==> config.mk <==
export PLATFORM = sky130hd
export DESIGN_NAME = wireframe_sequencer_flat
export DESIGN_NICKNAME = d
export VERILOG_FILES = /design/src/rtl/wireframe_sequencer_if.sv /design/src/rtl/wireframe_sequencer.sv /design/src/flat_wrapper.sv
export SDC_FILE = /design/constraint.sdc
export NUM_CORES = 1
export LEC_CHECK = 0
export BUFFER_PORTS_ARGS = -buffer_cell sky130_fd_sc_hd__buf_2
export CAP_MARGIN = 30
export CORE_MARGIN = 1.5
export CORE_UTILIZATION = 55
export DETAILED_ROUTE_END_ITERATION = 10
export PLACE_DENSITY_LB_ADDON = 0.3
export SETUP_SLACK_MARGIN = 0.3
export SYNTH_ARGS = -nofsm -noshare
export SYNTH_HDL_FRONTEND = slang
export SYNTH_SLANG_ARGS = --single-unit
==> constraint.sdc <==
create_clock -name clk -period 3.27 [get_ports clk]
set_input_delay 0 -clock clk [delete_from_list [all_inputs] [get_ports clk]]
set_output_delay 0 -clock clk [all_outputs]
set_load 0.02 [all_outputs]
==> src/rtl/wireframe_sequencer_if.sv <==
// rtl/wireframe_sequencer_if.sv - signal bundle between command source, line drawer, framebuffer and the sequencer
// Purpose: groups the triangle command handshake, the line-drawer start/done
// handshake, the drawer write stream, the framebuffer write port and status.
// Modports:
//   slave  - the sequencer: consumes tri_*, clear_req, line_done, drw_*;
//            drives tri_ready, line_*, line_start, fb_*, busy, frame_done, err_timeout.
//   master - the surrounding system (command source, drawer, framebuffer).
interface wireframe_sequencer_if;
    logic        tri_valid;
    logic        tri_ready;
    logic [7:0]  tri_x0;
    logic [7:0]  tri_y0;
    logic [7:0]  tri_x1;
    logic [7:0]  tri_y1;
    logic [7:0]  tri_x2;
    logic [7:0]  tri_y2;
    logic        clear_req;
    logic [7:0]  line_x0;
    logic [7:0]  line_y0;
    logic [7:0]  line_x1;
    logic [7:0]  line_y1;
    logic        line_start;
    logic        line_done;
    logic [15:0] drw_fb_addr;
    logic [7:0]  drw_fb_data;
    logic        drw_w_en;
    logic [15:0] fb_addr;
    logic [7:0]  fb_data;
    logic        fb_w_en;
    logic        busy;
    logic        frame_done;
    logic        err_timeout;

    modport slave (
        input  tri_valid, tri_x0, tri_y0, tri_x1, tri_y1, tri_x2, tri_y2,
        input  clear_req, line_done, drw_fb_addr, drw_fb_data, drw_w_en,
        output tri_ready, line_x0, line_y0, line_x1, line_y1, line_start,
        output fb_addr, fb_data, fb_w_en, busy, frame_done, err_timeout
    );

    modport master (
        output tri_valid, tri_x0, tri_y0, tri_x1, tri_y1, tri_x2, tri_y2,
        output clear_req, line_done, drw_fb_addr, drw_fb_data, drw_w_en,
        input  tri_ready, line_x0, line_y0, line_x1, line_y1, line_start,
        input  fb_addr, fb_data, fb_w_en, busy, frame_done, err_timeout
    );
endinterface

==> src/rtl/wireframe_sequencer.sv <==
// rtl/wireframe_sequencer.sv - triangle-to-edge sequencer with framebuffer clear sweep and edge watchdog
// Purpose: accepts one triangle, issues its three edges to the line drawer
// (skipping zero-length edges), aborts an edge whose drawer never answers,
// and owns the framebuffer write port (drawer pass-through or clear sweep).
// Ports:
//   clk   - system clock, rising edge
//   rst_n - asynchronous active-low reset
//   bus   - wireframe_sequencer_if.slave (command, drawer, framebuffer, status)
// Parameters:
//   CLEAR_COLOR - pixel value written by the clear sweep
//   TIMEOUT     - cycles allowed from line_start to line_done (2..65535)
module wireframe_sequencer #(
    parameter logic [7:0] CLEAR_COLOR = 8'h00,
    parameter int         TIMEOUT     = 1024
) (
    input  logic                  clk,
    input  logic                  rst_n,
    wireframe_sequencer_if.slave  bus
);

    typedef enum logic [2:0] {
        S_IDLE,
        S_CLEAR,
        S_ISSUE,
        S_WAIT,
        S_FINISH
    } state_t;

    localparam logic [15:0] WD_LAST = 16'(TIMEOUT - 1);

    state_t      state_q, state_d;
    logic [7:0]  vx_q [3];
    logic [7:0]  vx_d [3];
    logic [7:0]  vy_q [3];
    logic [7:0]  vy_d [3];
    logic [1:0]  edge_q, edge_d;
    logic [15:0] wd_q, wd_d;
    logic [15:0] sweep_q, sweep_d;
    logic        pend_q, pend_d;
    logic [7:0]  line_x0_q, line_x0_d;
    logic [7:0]  line_y0_q, line_y0_d;
    logic [7:0]  line_x1_q, line_x1_d;
    logic [7:0]  line_y1_q, line_y1_d;
    logic        line_start_q, line_start_d;
    logic        frame_done_q, frame_done_d;
    logic        err_q, err_d;

    logic        load;
    logic [1:0]  load_edge;
    logic [1:0]  ea, eb;

    function automatic logic [7:0] pick(input logic [1:0] i, input logic [7:0] v0,
                                        input logic [7:0] v1, input logic [7:0] v2);
        case (i)
            2'd0:    pick = v0;
            2'd1:    pick = v1;
            default: pick = v2;
        endcase
    endfunction

    always_comb begin
        state_d      = state_q;
        vx_d         = vx_q;
        vy_d         = vy_q;
        edge_d       = edge_q;
        wd_d         = wd_q;
        sweep_d      = sweep_q;
        pend_d       = pend_q;
        line_x0_d    = line_x0_q;
        line_y0_d    = line_y0_q;
        line_x1_d    = line_x1_q;
        line_y1_d    = line_y1_q;
        line_start_d = 1'b0;
        frame_done_d = 1'b0;
        err_d        = err_q;
        load         = 1'b0;
        load_edge    = edge_q;

        case (state_q)
            S_IDLE: begin
                // A fresh or pending clear always wins over a waiting triangle.
                if (bus.clear_req || pend_q) begin
                    state_d = S_CLEAR;
                    sweep_d = 16'h0000;
                    pend_d  = 1'b0;
                end else if (bus.tri_valid) begin
                    vx_d      = '{bus.tri_x0, bus.tri_x1, bus.tri_x2};
                    vy_d      = '{bus.tri_y0, bus.tri_y1, bus.tri_y2};
                    edge_d    = 2'd0;
                    load      = 1'b1;
                    load_edge = 2'd0;
                    state_d   = S_ISSUE;
                end
            end
            S_CLEAR: begin
                if (sweep_q == 16'hFFFF) begin
                    state_d      = S_FINISH;
                    frame_done_d = 1'b1;
                end else begin
                    sweep_d = sweep_q + 16'd1;
                end
            end
            S_ISSUE: begin
                // line_start_q is high exactly when this ISSUE cycle carries a
                // real edge; otherwise the edge was zero-length and is skipped.
                if (line_start_q) begin
                    state_d = S_WAIT;
                    wd_d    = 16'h0000;
                end else if (edge_q == 2'd2) begin
                    state_d      = S_FINISH;
                    frame_done_d = 1'b1;
                end else begin
                    edge_d    = edge_q + 2'd1;
                    load      = 1'b1;
                    load_edge = edge_q + 2'd1;
                end
            end
            S_WAIT: begin
                if (bus.line_done) begin
                    if (edge_q == 2'd2) begin
                        state_d      = S_FINISH;
                        frame_done_d = 1'b1;
                    end else begin
                        edge_d    = edge_q + 2'd1;
                        load      = 1'b1;
                        load_edge = edge_q + 2'd1;
                        state_d   = S_ISSUE;
                    end
                end else if (wd_q == WD_LAST) begin
                    err_d        = 1'b1;
                    state_d      = S_FINISH;
                    frame_done_d = 1'b1;
                end else begin
                    wd_d = wd_q + 16'd1;
                end
            end
            S_FINISH: begin
                state_d = S_IDLE;
            end
            default: begin
                state_d = S_IDLE;
            end
        endcase

        // Clears requested while drawing are remembered; during a sweep they are redundant.
        if (bus.clear_req && (state_q == S_ISSUE || state_q == S_WAIT || state_q == S_FINISH)) begin
            pend_d = 1'b1;
        end

        // Edge e runs from vertex e to vertex (e+1) mod 3.
        ea = load_edge;
        eb = (load_edge == 2'd2) ? 2'd0 : load_edge + 2'd1;
        if (load) begin
            line_x0_d    = pick(ea, vx_d[0], vx_d[1], vx_d[2]);
            line_y0_d    = pick(ea, vy_d[0], vy_d[1], vy_d[2]);
            line_x1_d    = pick(eb, vx_d[0], vx_d[1], vx_d[2]);
            line_y1_d    = pick(eb, vy_d[0], vy_d[1], vy_d[2]);
            line_start_d = (line_x0_d != line_x1_d) || (line_y0_d != line_y1_d);
        end
    end

    always_ff @(posedge clk or negedge rst_n) begin
        if (!rst_n) begin
            state_q      <= S_IDLE;
            vx_q         <= '{default: 8'h00};
            vy_q         <= '{default: 8'h00};
            edge_q       <= 2'd0;
            wd_q         <= 16'h0000;
            sweep_q      <= 16'h0000;
            pend_q       <= 1'b0;
            line_x0_q    <= 8'h00;
            line_y0_q    <= 8'h00;
            line_x1_q    <= 8'h00;
            line_y1_q    <= 8'h00;
            line_start_q <= 1'b0;
            frame_done_q <= 1'b0;
            err_q        <= 1'b0;
        end else begin
            state_q      <= state_d;
            vx_q         <= vx_d;
            vy_q         <= vy_d;
            edge_q       <= edge_d;
            wd_q         <= wd_d;
            sweep_q      <= sweep_d;
            pend_q       <= pend_d;
            line_x0_q    <= line_x0_d;
            line_y0_q    <= line_y0_d;
            line_x1_q    <= line_x1_d;
            line_y1_q    <= line_y1_d;
            line_start_q <= line_start_d;
            frame_done_q <= frame_done_d;
            err_q        <= err_d;
        end
    end

    // Outputs are forced low while reset is asserted, so the framebuffer port
    // stops writing the instant reset arrives even mid-sweep.
    assign bus.tri_ready   = rst_n && (state_q == S_IDLE) && !bus.clear_req && !pend_q;
    assign bus.busy        = (state_q != S_IDLE);
    assign bus.line_x0     = line_x0_q;
    assign bus.line_y0     = line_y0_q;
    assign bus.line_x1     = line_x1_q;
    assign bus.line_y1     = line_y1_q;
    assign bus.line_start  = line_start_q;
    assign bus.frame_done  = frame_done_q;
    assign bus.err_timeout = err_q;

    assign bus.fb_w_en = !rst_n ? 1'b0  : (state_q == S_CLEAR) ? 1'b1        : bus.drw_w_en;
    assign bus.fb_addr = !rst_n ? 16'h0 : (state_q == S_CLEAR) ? sweep_q     : bus.drw_fb_addr;
    assign bus.fb_data = !rst_n ? 8'h00 : (state_q == S_CLEAR) ? CLEAR_COLOR : bus.drw_fb_data;

endmodule

==> src/flat_wrapper.sv <==
// flat-port wrapper written by rule: the top's interface ports become plain ports
module wireframe_sequencer_flat 
#(
    parameter logic [7:0] CLEAR_COLOR = 8'h00,
    parameter int         TIMEOUT     = 1024
)
  (clk, rst_n, bus_tri_valid, bus_tri_x0, bus_tri_y0, bus_tri_x1, bus_tri_y1, bus_tri_x2, bus_tri_y2, bus_clear_req, bus_line_done, bus_drw_fb_addr, bus_drw_fb_data, bus_drw_w_en, bus_tri_ready, bus_line_x0, bus_line_y0, bus_line_x1, bus_line_y1, bus_line_start, bus_fb_addr, bus_fb_data, bus_fb_w_en, bus_busy, bus_frame_done, bus_err_timeout);
  wireframe_sequencer_if bus_i ();
  input  logic clk;
  input  logic rst_n;
  input wire logic [$bits(bus_i.tri_valid)-1:0] bus_tri_valid;
  input wire logic [$bits(bus_i.tri_x0)-1:0] bus_tri_x0;
  input wire logic [$bits(bus_i.tri_y0)-1:0] bus_tri_y0;
  input wire logic [$bits(bus_i.tri_x1)-1:0] bus_tri_x1;
  input wire logic [$bits(bus_i.tri_y1)-1:0] bus_tri_y1;
  input wire logic [$bits(bus_i.tri_x2)-1:0] bus_tri_x2;
  input wire logic [$bits(bus_i.tri_y2)-1:0] bus_tri_y2;
  input wire logic [$bits(bus_i.clear_req)-1:0] bus_clear_req;
  input wire logic [$bits(bus_i.line_done)-1:0] bus_line_done;
  input wire logic [$bits(bus_i.drw_fb_addr)-1:0] bus_drw_fb_addr;
  input wire logic [$bits(bus_i.drw_fb_data)-1:0] bus_drw_fb_data;
  input wire logic [$bits(bus_i.drw_w_en)-1:0] bus_drw_w_en;
  output wire logic [$bits(bus_i.tri_ready)-1:0] bus_tri_ready;
  output wire logic [$bits(bus_i.line_x0)-1:0] bus_line_x0;
  output wire logic [$bits(bus_i.line_y0)-1:0] bus_line_y0;
  output wire logic [$bits(bus_i.line_x1)-1:0] bus_line_x1;
  output wire logic [$bits(bus_i.line_y1)-1:0] bus_line_y1;
  output wire logic [$bits(bus_i.line_start)-1:0] bus_line_start;
  output wire logic [$bits(bus_i.fb_addr)-1:0] bus_fb_addr;
  output wire logic [$bits(bus_i.fb_data)-1:0] bus_fb_data;
  output wire logic [$bits(bus_i.fb_w_en)-1:0] bus_fb_w_en;
  output wire logic [$bits(bus_i.busy)-1:0] bus_busy;
  output wire logic [$bits(bus_i.frame_done)-1:0] bus_frame_done;
  output wire logic [$bits(bus_i.err_timeout)-1:0] bus_err_timeout;
  assign bus_i.tri_valid = bus_tri_valid;
  assign bus_i.tri_x0 = bus_tri_x0;
  assign bus_i.tri_y0 = bus_tri_y0;
  assign bus_i.tri_x1 = bus_tri_x1;
  assign bus_i.tri_y1 = bus_tri_y1;
  assign bus_i.tri_x2 = bus_tri_x2;
  assign bus_i.tri_y2 = bus_tri_y2;
  assign bus_i.clear_req = bus_clear_req;
  assign bus_i.line_done = bus_line_done;
  assign bus_i.drw_fb_addr = bus_drw_fb_addr;
  assign bus_i.drw_fb_data = bus_drw_fb_data;
  assign bus_i.drw_w_en = bus_drw_w_en;
  assign bus_tri_ready = bus_i.tri_ready;
  assign bus_line_x0 = bus_i.line_x0;
  assign bus_line_y0 = bus_i.line_y0;
  assign bus_line_x1 = bus_i.line_x1;
  assign bus_line_y1 = bus_i.line_y1;
  assign bus_line_start = bus_i.line_start;
  assign bus_fb_addr = bus_i.fb_addr;
  assign bus_fb_data = bus_i.fb_data;
  assign bus_fb_w_en = bus_i.fb_w_en;
  assign bus_busy = bus_i.busy;
  assign bus_frame_done = bus_i.frame_done;
  assign bus_err_timeout = bus_i.err_timeout;
  wireframe_sequencer #(.CLEAR_COLOR(CLEAR_COLOR), .TIMEOUT(TIMEOUT)) u_core (.clk(clk), .rst_n(rst_n), .bus(bus_i));
endmodule
# == Word-level counts from Yosys, hierarchy flattened ==
# Index checks and enable logic that the tools add are counted.
# totals
register_bits,121
in_bits,78
output_inout_bits,62
# op_classes
n_addsub,4
n_eq_ne,21
mux,59
bitwise,1
n_reduce_logical,23
# op_table
operator,n
2-to-1 mux 24 bit,6
2-to-1 mux 16 bit,7
case mux 16 bit (2 select lines),2
case mux 8 bit (2 select lines),4
2-to-1 mux 8 bit,6
adder 16 x 1 -> 16 bit (second input constant),2
2-to-1 mux 3 bit,8
equality test 16 x 10 -> 1 bit (second input constant),1
equality test 16 bit (second input constant),1
2-to-1 mux 1 bit,16
!= test 8 bit,2
2-to-1 mux 2 bit,6
case mux 3 bit (4 select lines),1
AND reduction 4 bit,2
nonzero test 2 bit,4
equality test 3 x 2 -> 1 bit (second input constant),2
!= test 2 x 1 -> 1 bit (second input constant),3
!= test 2 bit (second input constant),3
!= test 3 x 2 -> 1 bit (second input constant),2
case mux 1 bit (3 select lines),2
case mux 2 bit (3 select lines),1
AND reduction 3 bit,2
adder 2 x 1 -> 2 bit (second input constant),2
equality test 2 x 1 -> 1 bit (second input constant),2
other kinds (12),21

# == Logic depth before layout (Yosys ltp) ==
# Gate-level depths: netlist of the first run.
# depth
ltp_word,12
ltp_mapped,11

# == Least setup slack after synthesis of the first run ==
# No wires, ideal clock.
# synth_path
path_type,register to register
from,reg u_core.state_q[0]
to,"reg u_core.line_start_q, in the netlist u_core.bus.line_start"
arrival_ps,2181
t_required_ps,3136
slack_ps,956
path_stages_with_launch,10
n_path_buf,1
period_less_slack_ps,2314
path_cell_list,dfrtp_1 > nor4b_4 > nor3_1 > a311oi_4 > inv_2 > buf_6 > mux2i_1 > o22a_1 > o41ai_1 > o21ai_1
# synth_via
elab_chain_cells,10
# synth_lines
element,line_no,text
"start, declared",wireframe_sequencer.sv:31,"state_t state_q, state_d;"
"start signal, assigned",wireframe_sequencer.sv:179,state_q <= state_d;
equality test 3 x 2 -> 1 bit or zero test 3 bit (tied branches),wireframe_sequencer.sv:79,case (state_q)
case mux 2 bit (3 select lines),wireframe_sequencer.sv:79,
adder 2 x 1 -> 2 bit or equality test 2 bit (tied branches),wireframe_sequencer.sv:152,eb = (load_edge == 2'd2) ? 2'd0 : load_edge + 2'd1;
2-to-1 mux 2 bit,wireframe_sequencer.sv:152,
equality test 2 x 1 -> 1 bit or zero test 2 bit (tied branches),wireframe_sequencer.sv:54,case (i)
case mux 8 bit (2 select lines),wireframe_sequencer.sv:54,
2-to-1 mux 8 bit,wireframe_sequencer.sv:153,if (load) begin
!= test 8 bit,wireframe_sequencer.sv:158,line_start_d = (line_x0_d != line_x1_d) || (line_y0_d != line_y1_d);
logical OR 1 bit,wireframe_sequencer.sv:158,
2-to-1 mux 1 bit *,wireframe_sequencer.sv:153,
net u_core.line_start_d,wireframe_sequencer.sv:44,"logic line_start_q, line_start_d;"
"end signal, assigned",wireframe_sequencer.sv:190,line_start_q <= line_start_d;
"end, declared",wireframe_sequencer.sv:44,
# Mark *: on every way through the listed nets, which the timed path passes. The rest lies on a longest branch. The select of a mux whose other input is x is not followed.
# A chain may end at the register's enable or synchronous reset.

# == Final worst setup path of the first run ==
# layout_path
from,reg u_core.state_q[1]
to,"reg u_core.line_x1_q[1], in the netlist u_core.bus.line_x1[1]"
# layout_via
elab_chain_cells,7
# layout_lines
element,line_no,text
equality test 3 x 2 -> 1 bit or zero test 3 bit (tied branches),wireframe_sequencer.sv:79,
case mux 2 bit (3 select lines),wireframe_sequencer.sv:79,
adder 2 x 1 -> 2 bit or equality test 2 bit (tied branches),wireframe_sequencer.sv:152,
2-to-1 mux 2 bit,wireframe_sequencer.sv:152,
equality test 2 x 1 -> 1 bit or zero test 2 bit (tied branches),wireframe_sequencer.sv:54,
case mux 8 bit (2 select lines),wireframe_sequencer.sv:54,
2-to-1 mux 8 bit,wireframe_sequencer.sv:153,
"end signal, assigned",wireframe_sequencer.sv:188,line_x1_q <= line_x1_d;
"end, declared",wireframe_sequencer.sv:42,"logic [7:0] line_x1_q, line_x1_d;"
# Several ways; a longest one is shown, not always the timed one. The select of a mux whose other input is x is not followed.

==> flow_metrics.tcl, run 1 <==
set metrics [dict create \
    p_int_mw 5.17 \
    leakage_nw 4.65 \
    postCtsSetupRepairBufs 0 \
    vias_per_cell 5.45 \
    synth_edf_count 0 \
    clkSlewWorstSetupHoldPaths_ps 60 \
    worst_pin_slew_ps 827 \
    dr.pass1.iters 9 \
    finalInstanceArea_mm2 0.00926 \
    critical_path_arrival_ps 3070 \
    dieArea_mm2 0.0140 \
    min_to "u_core.vy_q[15]" \
    grtUsageTotal_pct 27.7 \
    netlist_instances 823 \
    syn_area_mm2 0.00731 \
    peakVddDrop_v 0.000682 \
    timing.max_cap.violations 0 \
    end_kind "flop" \
    numPortBuffers 139 \
    yosys_warnings 0 \
    worstSetupPathType "flop to flop" \
    skew_ps 8.12 \
    gp_congestion 0.902 \
    power_switching_mw 4.21 \
    fmax_ghz 0.361 \
    comb_power_share_pct 50.8 \
    fin_crit_sh_pct 84.7 \
    rsz0062_at_grt "no" \
    cts_buffer_depth 2 \
    worstHoldStart "bus_tri_y1[7]" \
    cts_sinks 121 \
    drive_gt1_share_pct 19.5 \
    clk_latency_ps 430 \
    htreeDepth 4 \
    whs_path_depth 5 \
    p_clk_share_pct 21.3 \
    core-area_mm2 0.0128 \
    synth_top_area_share_pct 41.4 \
    placed_cell_area_mm2 0.00818 \
    syn_avg_cell_area_um2 8.89 \
    worstReg2RegEnd "u_core.bus.line_x1[1]" \
    grt_pass1_vias 6264 \
    async_flop_share_pct 100 \
    nets 1082 \
    setup_violations 0 \
    setup-tns-final_ps 0 \
    drc 0 \
    status "finished clean" \
    initial_core_util_pct 57.3 \
    critPathLaunchType "flop" \
    die_h_um 118 \
    cts_buffers 17 \
    ys_top_cells_by_area "dfrtp_1 (41%), mux2i_1 (10%), xor2_1 (7.1%)" \
    die_x_um 118 \
    wl_per_cell_um 15.9 \
    synth_top_area_cell "dfrtp_1" \
    p_per_area_mw_per_mm2 1010 \
    syn_nets 905 \
    synth_commonest_cells "dfrtp_1 (121), nor2_1 (92), nand2_1 (86), mux2i_1 (73), inv_1 (66)" \
    grt_overflow_total 0 \
    p_sw_share_pct 44.9 \
    required_ps 3570 \
    synthDistinctLibCells 57 \
    finalCriticalPeriod_ps 2770 \
    reg2reg_from "u_core.state_q[1]" \
    antenna_found_initial 1 \
    area_growth_pct 26.7 \
    synth_seq_cells 121 \
    dp.cells 1107 \
    dr_total_vias 6459 \
    relSlewSlack_pct 44.9 \
    ioPinCount 140 \
    p_total_mw 9.37 \
    whs_ps 47.1 \
    final_cells 1186 \
    drt-initial-drc-count 553 \
    wirelength_um 18900 \
    hold_path_class "primary input to flop" \
    cp_max_fo 17 \
    seq_area_frac_synth_pct 41.4 \
    hpwl_um 12500 \
    reg2reg_setup_slack_ps 500 \
    grt_max_degree 102 \
    nFillCells 951 \
    cts_root_buf "clkbuf_16" \
    synth_flop_cell "dfrtp_1" \
    final_max_slew_viol_count 0 \
    reg2reg_depth 8 \
    hold_violations 0 \
    antenna_left 0 \
    synth.most_common_cell "dfrtp_1" \
    power_frac_seq_pct 27.9 \
    rows 41 \
    grt_pass1_wl_um 30900 \
    cts_tree "yes" \
]
==> power groups by stage <==
stage	combinational [mW]	clock (mW)	sequential (mW)
CTS	4.69	2.00	2.59
global route	5.25	2.09	2.68
finish	4.76	1.99	2.61
detailed placement	4.60	0	2.60
global placement	4.52	0	2.59
floorplan	3.19	0	2.76
==> registers in the layout, summed over array words and instances, names as in the netlist, 2 cells and up <==
name and count:
u_core.sweep_q 16, u_core.bus.line_y0 8, u_core.bus.line_x1 8, u_core.vx_q 24, u_core.bus.line_x0 8, u_core.edge_q 2, u_core.bus.line_y1 8, u_core.wd_q 16
u_core.state_q 3, u_core.vy_q 24
==> cell type report <==
| cell class | count | area, µm² | share of cell area [%] |
|---|---|---|---|
| multi-input combinational | 593 | 3860 | 41.7 |
| antenna | 1 | 2.50 | 0.0270 |
| timing repair buffer | 199 | 1280 | 13.8 |
| clock inverter | 12 | 174 | 1.88 |
| sequential | 121 | 3030 | 32.7 |
| inverter | 68 | 255 | 2.76 |
| tap | 172 | 215 | 2.32 |
| clock buffer | 20 | 447 | 4.82 |
==> stage by stage <==
| step | worst slack [ps] | util [%] |
|---|---|---|
| after floorplan | 956 | - |
| after global routing | 313 | 72.5 |
| after global placement | 630 | 64.0 |
| after detailed placement | 567 | 64.0 |
| after CTS | 539 | 72.5 |
| final | 500 | 72.5 |
==> critical path, cell delays in order (launching register included) <==
cell and delay (ps):
dfrtp_1 590, nand2b_1 330, o41ai_2 390, a311oi_4 70, inv_2 300, buf_4 360, mux2_2 370, o21ai_0 150
a21oi_1 80
==> per-layer routing <==
layer | GRT usage, % | share of wire (%) | vias up | wire (µm)
li1 | - | - | 3149 | -
met1 | 35.5 | 44 | 3028 | 8270
met2 | 45.6 | 47 | 236 | 8870
met3 | 5.69 | 6.1 | 46 | 1150
met4 | 12.1 | 3.0 | 0 | 567
met5 | 0 | 0 | - | 0
==> cell usage in the layout, fill, tap and decap left out, drive strengths merged, types with 2 or more instances in the layout <==
cell type / instances
a211oi: 6
nor4: 8
or3: 7
dlygate4sd3: 46
nand4: 18
clkbuf: 20
xnor2: 38
a31oi: 4
nand3: 11
o211ai: 3
o21a: 2
a221oi: 3
clkinvlp: 4
nand2b: 3
mux2: 4
a222oi: 2
clkinv: 5
inv: 67
and4: 3
a21oi: 50
ha: 4
nor2: 92
or4b: 2
and3: 13
nand2: 87
o21ai: 51
a21boi: 16
xor2: 59
buf: 153
o41ai: 5
nor3: 9
and2: 3
mux2i: 73
o31ai: 2
bufinv: 4
nor2b: 2
dfrtp: 121
==> how the worst max path moves through the flow <==
stage	start	to	slack (ps)
floorplan	u_core.state_q[0]	u_core.bus.line_start	960
global placement	u_core.state_q[1]	u_core.bus.line_start	630
detailed placement	u_core.state_q[1]	u_core.bus.line_start	570
CTS	u_core.state_q[1]	u_core.bus.line_x1[1]	540
global route	u_core.state_q[1]	u_core.bus.line_x1[1]	310
finish	u_core.state_q[1]	u_core.bus.line_x1[1]	500
==> repair_timing <==
action / 4_1_cts / 5_1_grt
endpoints found under the setup margin: 0 / 1
hold endpoints to repair: 119 / 0
resized for setup: 0 / 1
hold buffers: 46 / 0
==> logic make-up after synthesis <==
| family | after synthesis | synth area share [%] |
|---|---|---|
| AOI/OAI and AO/OA | 152 | 13.0 |
| buffers and inverters | 109 | 6.09 |
| and+or+nand+nor | 263 | 16.6 |
| adders and majority gates | 4 | 0.684 |
| DFF | 121 | 41.4 |
| muxes | 77 | 10.6 |
| xor gates and xnor gates | 97 | 11.6 |
No activity file was read; power rests on OpenSTA's default activity.
==> inputs of run 2 (changes only) <==
==> constraint.sdc (replaced) <==
create_clock -name clk -period 2.8 [get_ports clk]
set_input_delay 0 -clock clk [delete_from_list [all_inputs] [get_ports clk]]
set_output_delay 0 -clock clk [all_outputs]
set_load 0.02 [all_outputs]
==> run 2 against run 1 <==
Effect of this change:
- cell area increased by 1.9%
- non-clock buffer count increased by 11
- combinational power increased by 21%
- sequential power increased by 17%
- cell count increased by 0.76%
- register-to-register slack got worse by 160 ps
- count of clock-buffer cells in the layout unchanged
- critical path type unchanged
- largest cell class unchanged
==> flow_metrics.tcl, run 2 (same netlist as run 1, synthesis figures left out) <==
set metrics [dict create \
    initial_core_util_pct 57.3 \
    clkSlewWorstSetupHoldPaths_ps 60 \
    leakage_nw 4.73 \
    vias_per_cell 5.47 \
    mostFrequentLayoutCells "buf_2 (138), dfrtp_1 (121), nor2_1 (92)" \
    area_growth_pct 29.1 \
    drc 0 \
    fin_crit_sh_pct 88.0 \
    setup_violations 0 \
    rsz0062_at_grt "yes" \
    grtUsageTotal_pct 28.2 \
    cts_buffer_depth 2 \
    core-area_mm2 0.0128 \
    grt_pass1_vias 6405 \
    skew_ps 5.85 \
    dieArea_mm2 0.0140 \
    drt-initial-drc-count 450 \
    cts_root_buf "clkbuf_16" \
    antenna_left 0 \
    hold_violations 0 \
    nets 1093 \
    ioPinCount 140 \
    gp_congestion 0.866 \
    rows 41 \
    final_cells 1195 \
    die_x_um 118 \
    grt_max_degree 106 \
    wl_per_cell_um 16.0 \
    grt_pass1_wl_um 31600 \
    cts_sinks 121 \
    final_common_cell "buf_2" \
    critPathLaunchType "flop" \
    htreeDepth 4 \
    peakVddDrop_v 0.000825 \
    antenna_found_initial 0 \
    hpwl_um 12800 \
    reg_top3 "u_core.vx_q (24), u_core.vy_q (24)" \
    status "finished clean" \
    fmax_ghz 0.406 \
    finalInstanceArea_mm2 0.00944 \
    drive_gt1_share_pct 21.2 \
    dr.pass1.iters 6 \
    dp.cells 1115 \
    end_kind "flop" \
    critical_path_arrival_ps 2760 \
    numPortBuffers 139 \
    finalCriticalPeriod_ps 2460 \
    required_ps 3090 \
    final_max_slew_viol_count 0 \
    setup-tns-final_ps 0 \
    worstSetupPathType "flop to flop" \
    clk_latency_ps 420 \
    dr_total_vias 6542 \
    worst_pin_slew_ps 667 \
    post-route-util_pct 73.9 \
    placed_cell_area_mm2 0.00825 \
    cp_max_fo 13 \
    grt_overflow_total 0 \
    wirelength_um 19100 \
    cts_tree "yes" \
    antenna_cells 0 \
    die_h_um 118 \
    relSlewSlack_pct 55.4 \
    hold_path_class "primary input to asynchronous set/reset pin" \
    cts_buffers 17 \
    timing.max_cap.violations 0 \
    p_total_mw 11.3 \
    p_per_area_mw_per_mm2 1190 \
]
-- run 2: worst max-delay path, stage by stage (launching register included) --
cell and delay (ps):
dfrtp_1 400, buf_4 190, or4b_4 590, o21ai_2 180
nand4_1 130, a221oi_2 280, a221oi_1 70, o41ai_1 370
o21ai_1 110
-- run 2: worst paths after layout --
check / startpoint / slack, ps / endpoint / cells past startpoint
worst max register to register: u_core.state_q[0] / 340 / u_core.bus.line_start / 8
min in group clk: bus_tri_x2[2] / 50 / u_core.vx_q[2] / 4
worst min-delay path: rst_n / 20 / u_core.sweep_q[0] / 2
worst max-delay path: u_core.state_q[0] / 340 / u_core.bus.line_start / 8
worst min register to register: u_core.bus.err_timeout / 510 / u_core.bus.err_timeout / 2
max in group asynchronous: rst_n / 1920 / u_core.vy_q[19] / 3
-- run 2: what timing repair did --
action                                 4_1_cts  5_1_grt
hold buffers                                45        0
pin swaps                                    0        5
gates resized for setup                      2       17
setup endpoints to repair                   16       48
endpoints found under the hold margin      165        0
buffers inserted                             0        4
-- run 2: per-layer routing --
layer,vias up,routed length [µm],track usage [%]
li1,3158,-,-
met1,3085,8260,35.3
met2,253,9160,47.7
met3,46,1120,5.55
met4,0,550,11.4
met5,-,0,0
-- run 2: layout make-up --
| type | instances | area, µm² |
|---|---|---|
| clock buffer | 20 | 457 |
| fill | 939 | 3330 |
| clock inverter | 11 | 195 |
| sequential | 121 | 3030 |
| multi-input combinational | 593 | 3900 |
| timing repair buffer | 210 | 1390 |
| tap | 172 | 215 |
| inverter | 68 | 262 |
-- run 2: metrics by stage --
stage	hold slack (ps)	setup WS, ps
6_report	22.3	337
3_3_place_gp	-105	274
3_5_place_dp	-106	206
5_1_grt	45.8	205
4_1_cts	20.7	238
2_1_floorplan	-296	486
-- run 2: where the power goes --
| group | switching [mW] | total, mW | internal [mW] |
|---|---|---|---|
| Sequential | 0.611 | 3.06 | 2.45 |
| Clock | 0.815 | 2.44 | 1.62 |
| Combinational | 3.54 | 5.76 | 2.22 |
| Total | 4.97 | 11.3 | 6.29 |
==> inputs of run 3 (changes only) <==
--- a/config.mk
+++ b/config.mk
@@ -7,11 +7,12 @@
 export LEC_CHECK = 0
 export BUFFER_PORTS_ARGS = -buffer_cell sky130_fd_sc_hd__buf_2
 export CAP_MARGIN = 30
-export CORE_MARGIN = 1.5
+export CORE_MARGIN = 10
 export CORE_UTILIZATION = 55
 export DETAILED_ROUTE_END_ITERATION = 10
 export PLACE_DENSITY_LB_ADDON = 0.3
 export SETUP_SLACK_MARGIN = 0.3
+export SLEW_MARGIN = 30
 export SYNTH_ARGS = -nofsm -noshare
 export SYNTH_HDL_FRONTEND = slang
 export SYNTH_SLANG_ARGS = --single-unit
==> run 3 against run 2 <==
Effect of this change:
- critical path depth is 1 lower
- non-clock buffer count is 1 higher
- global-route usage is 6.0 points lower
- combinational power is 2% higher
- sequential power hardly changed
- critical endpoint unchanged
- highest routed layer unchanged
==> flow_metrics.tcl, run 3 (same netlist as run 1, synthesis figures left out) <==
set metrics [dict create \
    rows 42 \
    relSlewSlack_pct 43.7 \
    cp_max_fo 9 \
    die_x_um 135 \
    die_h_um 135 \
    vias_per_cell 5.47 \
    antenna_cells 0 \
    grtUsageTotal_pct 22.2 \
    skew_ps 7.10 \
    hpwl_um 14200 \
    pre_cts_ws_ps 199 \
    area_growth_pct 29.1 \
    rsz0062_at_grt "yes" \
    nFillCells 965 \
    critical_path_arrival_ps 2730 \
    met1_length_um 9130 \
    finalCriticalPeriod_ps 2440 \
    hold_violations 0 \
    reg2reg_setup_slack_ps 360 \
    reg_top3 "u_core.vx_q (24), u_core.vy_q (24)" \
    whs_ps 52.2 \
    p_per_area_mw_per_mm2 1170 \
    worstReg2RegEnd "u_core.bus.line_start" \
    grt_overflow_total 0 \
    fmax_ghz 0.411 \
    final-seq-area_mm2 0.00303 \
    reg2reg_from "u_core.state_q[0]" \
    dieArea_mm2 0.0183 \
    critPathLaunchType "flop" \
    status "finished clean" \
    top_layer "met4" \
    fin_crit_sh_pct 87.0 \
    grt_pass1_vias 6553 \
    worstSetupPathType "flop to flop" \
    setup-tns-final_ps 0 \
    hold_path_class "primary input to flop" \
    initial_core_util_pct 55.7 \
    layout_setup_ws_ps 365 \
    p_total_mw 11.1 \
    antenna_found_initial 0 \
    cts_root_buf "clkbuf_16" \
    dp.cells 1117 \
    grt_max_degree 106 \
    reg2reg_depth 7 \
    peakVddDrop_v 0.000811 \
    cp-endpoint "u_core.bus.line_start" \
    wl_per_cell_um 17.0 \
    ioPinCount 140 \
    cts_tree "yes" \
    drive_gt1_share_pct 22.3 \
    gp_congestion 0.918 \
    mostFrequentLayoutCells "buf_2 (138), dfrtp_1 (118), nor2_1 (91)" \
    leakage_nw 4.69 \
    drc 0 \
    wl_met3_um 1420 \
    worst_pin_slew_ps 844 \
    setup_violations 0 \
    numPortBuffers 139 \
    cts_buffer_depth 2 \
    dr.pass1.iters 5 \
    multi_input_area_mm2 0.00393 \
    post-route-util_pct 71.9 \
    final_common_cell "buf_2" \
    final_max_slew_viol_count 0 \
    required_ps 3090 \
    wirelength_um 20400 \
    final_cells 1200 \
    nets 1094 \
    drt-initial-drc-count 609 \
    placed_cell_area_mm2 0.00824 \
    critPathLaunch "u_core.state_q[0]" \
    met2_length_um 9400 \
    cts_sinks 121 \
    timing.max_cap.violations 0 \
    grt_pass1_wl_um 33000 \
    end_kind "flop" \
    cts_buffers 17 \
    clkSlewWorstSetupHoldPaths_ps 60 \
    finalInstanceArea_mm2 0.00944 \
    core-area_mm2 0.0131 \
    clk_latency_ps 420 \
    antenna_left 0 \
    htreeDepth 4 \
    dr_total_vias 6562 \
]
-- run 3: cell types whose count changed in the layout (fill, tap and decap cells not counted), sizes merged --
cell         change
buf              -1
clkbuf           -1
dlygate4sd3      +1
bufinv           -2
clkinv           +2
clkinvlp         +2
-- run 3: power breakdown --
part           total [mW]  switching [mW]  internal, mW
Combinational        5.88            3.60          2.28
Sequential           3.06           0.610          2.45
Clock                2.14           0.827          1.31
-- run 3: timing repair --
item	4_1_cts	5_1_grt
hold buffers	46	0
cloned	0	1
hold endpoints to repair	122	0
pin swaps	1	5
endpoints found under the setup margin	14	39
gates resized for setup	5	24
buffers inserted	1	4
-- run 3: layout make-up --
type | count | area share (%)
Clock inverter | 13 | 1.59
Timing Repair Buffer | 211 | 14.9
Multi-Input combinational cell | 593 | 41.6
Sequential cell | 121 | 32.1
Tap cell | 176 | 2.33
Clock buffer | 18 | 4.55
Inverter | 68 | 2.86
-- run 3: how the worst min path moves through the flow --
| stage | to | depth (start not counted) | start | slack (ps) |
|---|---|---|---|---|
| global placement | u_core.wd_q[7] | 1 | rst_n | 140 |
| CTS | u_core.vy_q[15] | 5 | bus_tri_y1[7] | 9 |
| detailed placement | u_core.wd_q[9] | 1 | rst_n | 140 |
| global route | u_core.vy_q[15] | 5 | bus_tri_y1[7] | 40 |
| finish | u_core.state_q[0] | 3 | bus_tri_valid | 50 |
| floorplan | u_core.bus.err_timeout | 0 | rst_n | -300 |
-- run 3: layer usage --
layer	vias up	GRT usage (%)
met1	3093	28.3
met4	0	7.00
met3	47	6.49
met5	-	0
met2	250	35.3
li1	3172	-
-- run 3: critical path, cell delays in order, from the launching register on --
cell and delay [ps]:
dfrtp_2 470, or4b_4 600, o21ai_1 230, nand4_1 150, a221oi_1 290, a221oi_1 90
o41ai_1 380, o21ai_1 100
